<file path="src/rtl/stage_mem.sv">
// stage_mem: pipeline MEM stage, one outstanding data-bus access with stall and load extension.
// Define RV_MEM_MISALIGN_EN to trap misaligned half/word accesses instead of issuing them.
module stage_mem #(
    parameter int DATA_WIDTH = 32,
    parameter int ADDR_WIDTH = 32
) (
    input  logic                  i_clock,
    input  logic                  i_reset,
    input  logic                  i_valid,
    input  logic [DATA_WIDTH-1:0] i_result,
    input  logic [DATA_WIDTH-1:0] i_dataB,
    input  logic                  i_memRead,
    input  logic                  i_memWrite,
    input  logic [1:0]            i_memAccess,
    input  logic                  i_memUnsigned,
    output logic                  o_hazard,
    output logic                  o_valid,
    output logic [DATA_WIDTH-1:0] o_result,
    output logic                  o_misaligned,
    output logic [ADDR_WIDTH-1:0] o_memAddr,
    output logic                  o_memRdEnable,
    output logic                  o_memWrEnable,
    output logic [31:0]           o_memWrData,
    output logic [3:0]            o_memWrMask,
    input  logic [31:0]           i_memRdData,
    input  logic                  i_memAck
);
    typedef enum logic {IDLE, ACCESS} state_t;
    state_t state, state_next;
    logic [ADDR_WIDTH-1:0] addr, addr_q;
    logic [1:0] size_q;
    logic uns_q, mem_req, misaligned, start;
    logic [3:0] wr_mask;
    logic [31:0] wr_data, load_data;
    logic [7:0] byte_lane;
    logic [15:0] half_lane;

    assign addr = ADDR_WIDTH'(i_result);
    assign mem_req = i_memRead | i_memWrite;
`ifdef RV_MEM_MISALIGN_EN
    assign misaligned = i_memAccess == 2'b01 ? addr[0] : i_memAccess[1] ? |addr[1:0] : 1'b0;
`else
    assign misaligned = 1'b0;
`endif
    assign start = state == IDLE && i_valid && mem_req && !misaligned;
    assign wr_mask = i_memAccess == 2'b00 ? 4'b0001 << addr[1:0] :
                     i_memAccess == 2'b01 ? 4'b0011 << {addr[1], 1'b0} : 4'b1111;
    assign wr_data = i_memAccess == 2'b00 ? {4{i_dataB[7:0]}} :
                     i_memAccess == 2'b01 ? {2{i_dataB[15:0]}} : i_dataB[31:0];
    assign byte_lane = 8'(i_memRdData >> {addr_q[1:0], 3'b000});
    assign half_lane = 16'(i_memRdData >> {addr_q[1], 4'b0000});
    assign load_data = size_q == 2'b00 ? {{24{~uns_q & byte_lane[7]}}, byte_lane} :
                       size_q == 2'b01 ? {{16{~uns_q & half_lane[15]}}, half_lane} : i_memRdData;

    always_ff @(posedge i_clock or posedge i_reset) begin
        if (i_reset) state <= IDLE;
        else state <= state_next;
    end

    always_comb begin
        state_next = state == IDLE ? (start ? ACCESS : IDLE) : (i_memAck ? IDLE : ACCESS);
    end

    always_comb begin
        o_hazard = i_reset ? 1'b0 : state == IDLE ? start : !i_memAck;
    end

    // Operand capture in IDLE; completion (result, strobe release) on acknowledge in ACCESS.
    always_ff @(posedge i_clock or posedge i_reset) begin
        if (i_reset) begin
            o_valid       <= 1'b0;
            o_result      <= '0;
            o_misaligned  <= 1'b0;
            o_memAddr     <= '0;
            o_memRdEnable <= 1'b0;
            o_memWrEnable <= 1'b0;
            o_memWrData   <= '0;
            o_memWrMask   <= '0;
            addr_q        <= '0;
            size_q        <= '0;
            uns_q         <= 1'b0;
        end else if (state == IDLE) begin
            o_valid      <= i_valid && !start;
            o_misaligned <= i_valid && mem_req && misaligned;
            if (i_valid) o_result <= mem_req ? DATA_WIDTH'(addr) : i_result;
            if (start) begin
                addr_q        <= addr;
                size_q        <= i_memAccess;
                uns_q         <= i_memUnsigned;
                o_memAddr     <= {addr[ADDR_WIDTH-1:2], 2'b00};
                o_memRdEnable <= i_memRead & ~i_memWrite;
                o_memWrEnable <= i_memWrite;
                o_memWrData   <= wr_data;
                o_memWrMask   <= wr_mask;
            end
        end else if (i_memAck) begin
            o_valid       <= 1'b1;
            o_misaligned  <= 1'b0;
            o_result      <= o_memWrEnable ? DATA_WIDTH'(addr_q) : DATA_WIDTH'(load_data);
            o_memRdEnable <= 1'b0;
            o_memWrEnable <= 1'b0;
        end
    end
endmodule

</file>
<file path="config.mk">
export PLATFORM = sky130hd
export DESIGN_NAME = stage_mem
export DESIGN_NICKNAME = d
export VERILOG_FILES = /design/src/rtl/stage_mem.sv
export SDC_FILE = /design/constraint.sdc
export NUM_CORES = 1
export LEC_CHECK = 0
export ABC_AREA = 1
export CORE_AREA = 2 2 118 120
export CTS_CLUSTER_DIAMETER = 60
export CTS_CLUSTER_SIZE = 16
export DETAILED_ROUTE_END_ITERATION = 16
export DIE_AREA = 0 0 120 122
export GPL_TIMING_DRIVEN = 1
export PLACE_DENSITY_LB_ADDON = 0.08
export SLEW_MARGIN = 20
export SYNTH_ARGS = -nofsm -noshare
export SYNTH_HDL_FRONTEND = slang
export SYNTH_SLANG_ARGS = --single-unit
</file>
<file path="constraint.sdc">
create_clock -name i_clock -period 4.1 [get_ports i_clock]
set_input_delay 0.82 -clock i_clock [delete_from_list [all_inputs] [get_ports i_clock]]
set_output_delay 0.82 -clock i_clock [all_outputs]
set_load 0.1 [all_outputs]
</file>
# ---- Word level (Yosys, flattened, before mapping)
# Index checks and enable logic that the tools add are counted.
dict set report word_totals {
  mem_bits_ro 0
  latchBits 0
  mem_bits_rw 0
  input_bits 105
  n_memories 0
  reg_bits 138
}
dict set report op_classes {
  mux 23
  shifts 4
  addsub 0
  n_bitwise 7
  div_mod_pow 0
  n_eq_ne 3
  n_lt_le_gt_ge 0
  n_mul 0
  reduce_logical 12
}
# operator n
set op_table {}
lappend op_table {{$mux 32} 8}
lappend op_table {{$shr 32x5->16} 1}
lappend op_table {{$shr 32x5->8} 1}
lappend op_table {{$mux 1} 13}
lappend op_table {{$mux 4} 2}
lappend op_table {{$reduce_and 2->1} 3}
lappend op_table {{$eq 2x1->1 const B} 2}
lappend op_table {{$logic_not 2->1} 2}
lappend op_table {{$reduce_bool 2->1} 2}
lappend op_table {{$shl 1x2->4 const A} 1}
lappend op_table {{$shl 2x2->4 const A} 1}
lappend op_table {{$and 1x1->1} 3}
lappend op_table {{$logic_and 1x1->1} 3}
lappend op_table {{$not 1->1} 3}
lappend op_table {{$logic_not 1->1} 2}
lappend op_table {{$ne 2x2->1 const B} 1}
lappend op_table {{$or 1x1->1} 1}

# ---- Longest topological paths before layout
dict set report depth {
  depth_word 7
  ltp_mapped 10
  ltp_nobuf 9
}

# ---- Worst setup path after synthesis
# OpenSTA, ideal clock, no wires.
dict set report synth_timing {
  kind {input to output}
  from {input i_valid}
  to {output o_hazard}
  required_ns 3.280
  arrival_time_ns 2.888
  cell_stages 5
  path_buffers 1
  setup_slack_ns 0.392
  cell_sequence {nand2_2 > a21oi_2 > inv_2 > clkbuf_1 > a21oi_1}
}
dict set report synth_via {
  elab_chain_cells 4
}
# element line
set synth_lines {}
lappend synth_lines {{from (decl)} 9} ;# input logic i_valid,
lappend synth_lines {{$logic_and 1x1->1 (2 in a row)} 45} ;# assign start = state == IDLE && i_valid && mem_req && !misaligned;
lappend synth_lines {{$mux 1 (2 in a row)} 65} ;# o_hazard = i_reset ? 1'b0 : state == IDLE ? start : !i_memAck;
lappend synth_lines {{to (decl)} 16} ;# output logic o_hazard,
# No other way between the ends.

# ---- Worst setup path after layout
dict set report layout_timing {
  from {register o_memWrEnable}
  to {output o_memWrEnable}
}
# element line
set layout_lines {}
lappend layout_lines {{from (decl)} 22} ;# output logic o_memWrEnable,
lappend layout_lines {{from (signal assigned)} 92} ;# o_memWrEnable <= i_memWrite;
# No word-level cell between the ends.

==> reports/metrics.yaml <==
sta:
  clock_skew_ps: 12.7
  setup_viol: 0
  slew_violations: 0
  max_freq_ghz: 0.339
  relSlewSlack_pct: 29.9
  finalCritPeriodShare_pct: 71.9
  rsz0062_at_grt: "false"
  finalSetupTns_ps: 0
  tightest_slew_ps: 1050
  fin_crit_ps: 2950
  hold_violations: 0
power_and_ir_drop:
  total_power_mw: 5.93
  peakVddDrop_mv: 0.411
  p_comb_share_pct: 57.0
  cellPowerDensity_nw_per_um2: 716
  leakage_nw: 3.94
  p_int_mw: 2.71
  switchingPower_mw: 3.22
  p_sw_share_pct: 54.3
  clkPwrFrac_pct: 17.2
  seqPwrFrac_pct: 25.8
route:
  vias: 5972
  drc: 0
  wire_per_inst_um: 15.5
  initialDrtViolationCount: 378
  wl_um: 18400
  dr.pass1.iters: 5
  via_per_inst: 5.02
  ant_nets: 0
cells_and_area:
  fin_area_um2: 8290
  fin_util_pct: 61.4
  antenna_cells: 0
  fin_cells: 1189
  drive_gt1_share_pct: 3.96
  syn2layout_area_growth_pct: 37.5
  nets: 1109
grt:
  grtUsageMet2_pct: 43.6
  grt-ovfl-total: 0
  grt_max_degree: 80
  busiest_layer: "met2"
  grtUsageMet1_pct: 31.8
  grt_use_met3_pct: 6.37
  grt_pass1_wl_um: 29600
  grt_pass1_vias: 5695
  track_usage_pct: 25.6
  antenna_found_initial: 0
place:
  port_buffers: 206
  placed_cells: 1173
  placed_cell_area_um2: 7940
  gp_congestion: 0.888
  post-dp-hpwl_um: 12900
job:
  drv_cap: 0
critical_path:
  critPathTopFamily: "buffers and inverters"
  critPathMaxStageDelay_ps: 1210
  cp.arrival_ps: 2130
  crit_fanout: 8
  criticalPathCategory: "reg -> out"
  end_kind: "output pin"
  cp_slowest_cell: "clkdlybuf4s50_1"
  critical_path.cell_chain: "clkdlybuf4s50_1"
  worst-path-buf-inv: 1
  required_ps: 3280
  cp-start-kind: "flop"
die:
  die_area_um2: 14600
  fp.dieH_um: 122
  num_rows: 43
  die_w_um: 120
  core_um2: 13500
  initial_core_util_pct: 44.6
  ios: 210
synth:
  synth-seq-cells: 107
  synth-edff-count: 0
  synth_commonest_cells: "nand2_1, nor2_1, dfrtp_1"
  synth-seq-area-share_pct: 44.4
  synth.distinct_cells: 30
  yosysTopAreaCellShare_pct: 44.4
  synth_cells: 859
  syn_area_um2: 6030
  yosysMostFrequentCell: "nand2_1"
  async_flop_share_pct: 100
  netlist.top_cell.by_area: "dfrtp_1"
  ys_warn_count: 0
  synthTopCellsByArea: "dfrtp_1, nand2_1, nor2_1"
  yosys_most_used_dff: "dfrtp_1"
  syn_avg_cell_area_um2: 7.02
clock_network:
  cts.clk_slew.worst_paths_ps: 80
  clock_latency_ps: 360
  clock_path_buffers: 2
  cts_buffers: 9
  ctsRootBufferMaster: "clkbuf_16"
  cts_tree: "yes"
  cts_resized: 0
  htree_levels: 3
  cts.sinks: 107
  cts_setup_buffers: 0
  hold_buffers: 0
status:
  status: "complete, no violations"
min_path:
  min_path_type: "reg -> reg"
cells in the final DEF (no fill, tap or decap), drive strengths merged, types with 3 or more instances in the layout:
cell type / count
nand2: 261
clkdlybuf4s50: 205
nor2: 113
dfrtp: 107
nand3: 78
inv: 71
a21oi: 65
o21ai: 62
clkbuf: 9
buf: 9
a31oi: 8
clkinv: 4
conb: 3
bufinv: 3
cell families (layout without fill, tap and decap cells):
| logic type | after synthesis | count (layout) | share of synthesized area [%] |
|---|---|---|---|
| and+or+nand+nor | 454 | 454 | 30.8 |
| buffers and inverters | 154 | 302 | 12.2 |
| other | 1 | 3 | 0.0622 |
| DFF | 107 | 107 | 44.4 |
| AOI/OAI and AO/OA | 143 | 143 | 12.5 |
routing by layer:
metal,up-vias,part of all wire (%)
met4,0,2.2
met3,24,7.1
li1,2982,-
met1,2767,42
met2,199,49
met5,-,0
cell type report:
class / instances / area, um^2
fillers: 1270 / 5220
flip-flops and latches: 107 / 2680
multi-input cells: 600 / 2630
repair buffers: 214 / 2130
inverters: 72 / 273
clock buffers: 9 / 225
well taps: 180 / 225
clock inverters: 7 / 123
power by group through the flow:
stage | clock [mW] | combinational (mW) | sequential, mW
after floorplan | 0 | 1.34 | 2.85
after global routing | 1.08 | 3.55 | 1.57
after global placement | 0 | 3.37 | 1.54
final | 1.02 | 3.38 | 1.53
after CTS | 1.04 | 3.39 | 1.53
after detailed placement | 0 | 3.39 | 1.54
sequential cells by signal (all words and copies together) (netlist names):
register / cells
addr_q: 32
o_memWrData: 32
o_result: 32
o_memWrMask: 4
size_q: 2
o_memRdEnable: 1
o_memWrEnable: 1
o_valid: 1
state: 1
uns_q: 1
metrics by stage:
step           setup WS (ps)  hold WS [ps]
3_3_place_gp            1240           464
5_1_grt                 1020           501
6_report                1150           489
4_1_cts                 1120           492
3_5_place_dp            1230           474
2_1_floorplan            392           465
path summary, 6_finish.rpt:
kind,start,to,slack [ps],cells after the start
worst min register to register,o_memWrData[22],o_memWrData[22],490,2
worst max-delay path,o_memWrEnable,o_memWrEnable,1150,1
min in group asynchronous,i_reset,state,910,2
worst min-delay path,o_memWrData[22],o_memWrData[22],490,2
max in group asynchronous,i_reset,o_result[19],2300,3
worst max register to register,size_q[1],o_result[2],1730,8
Note: power is estimated with default switching activity, not from simulation.
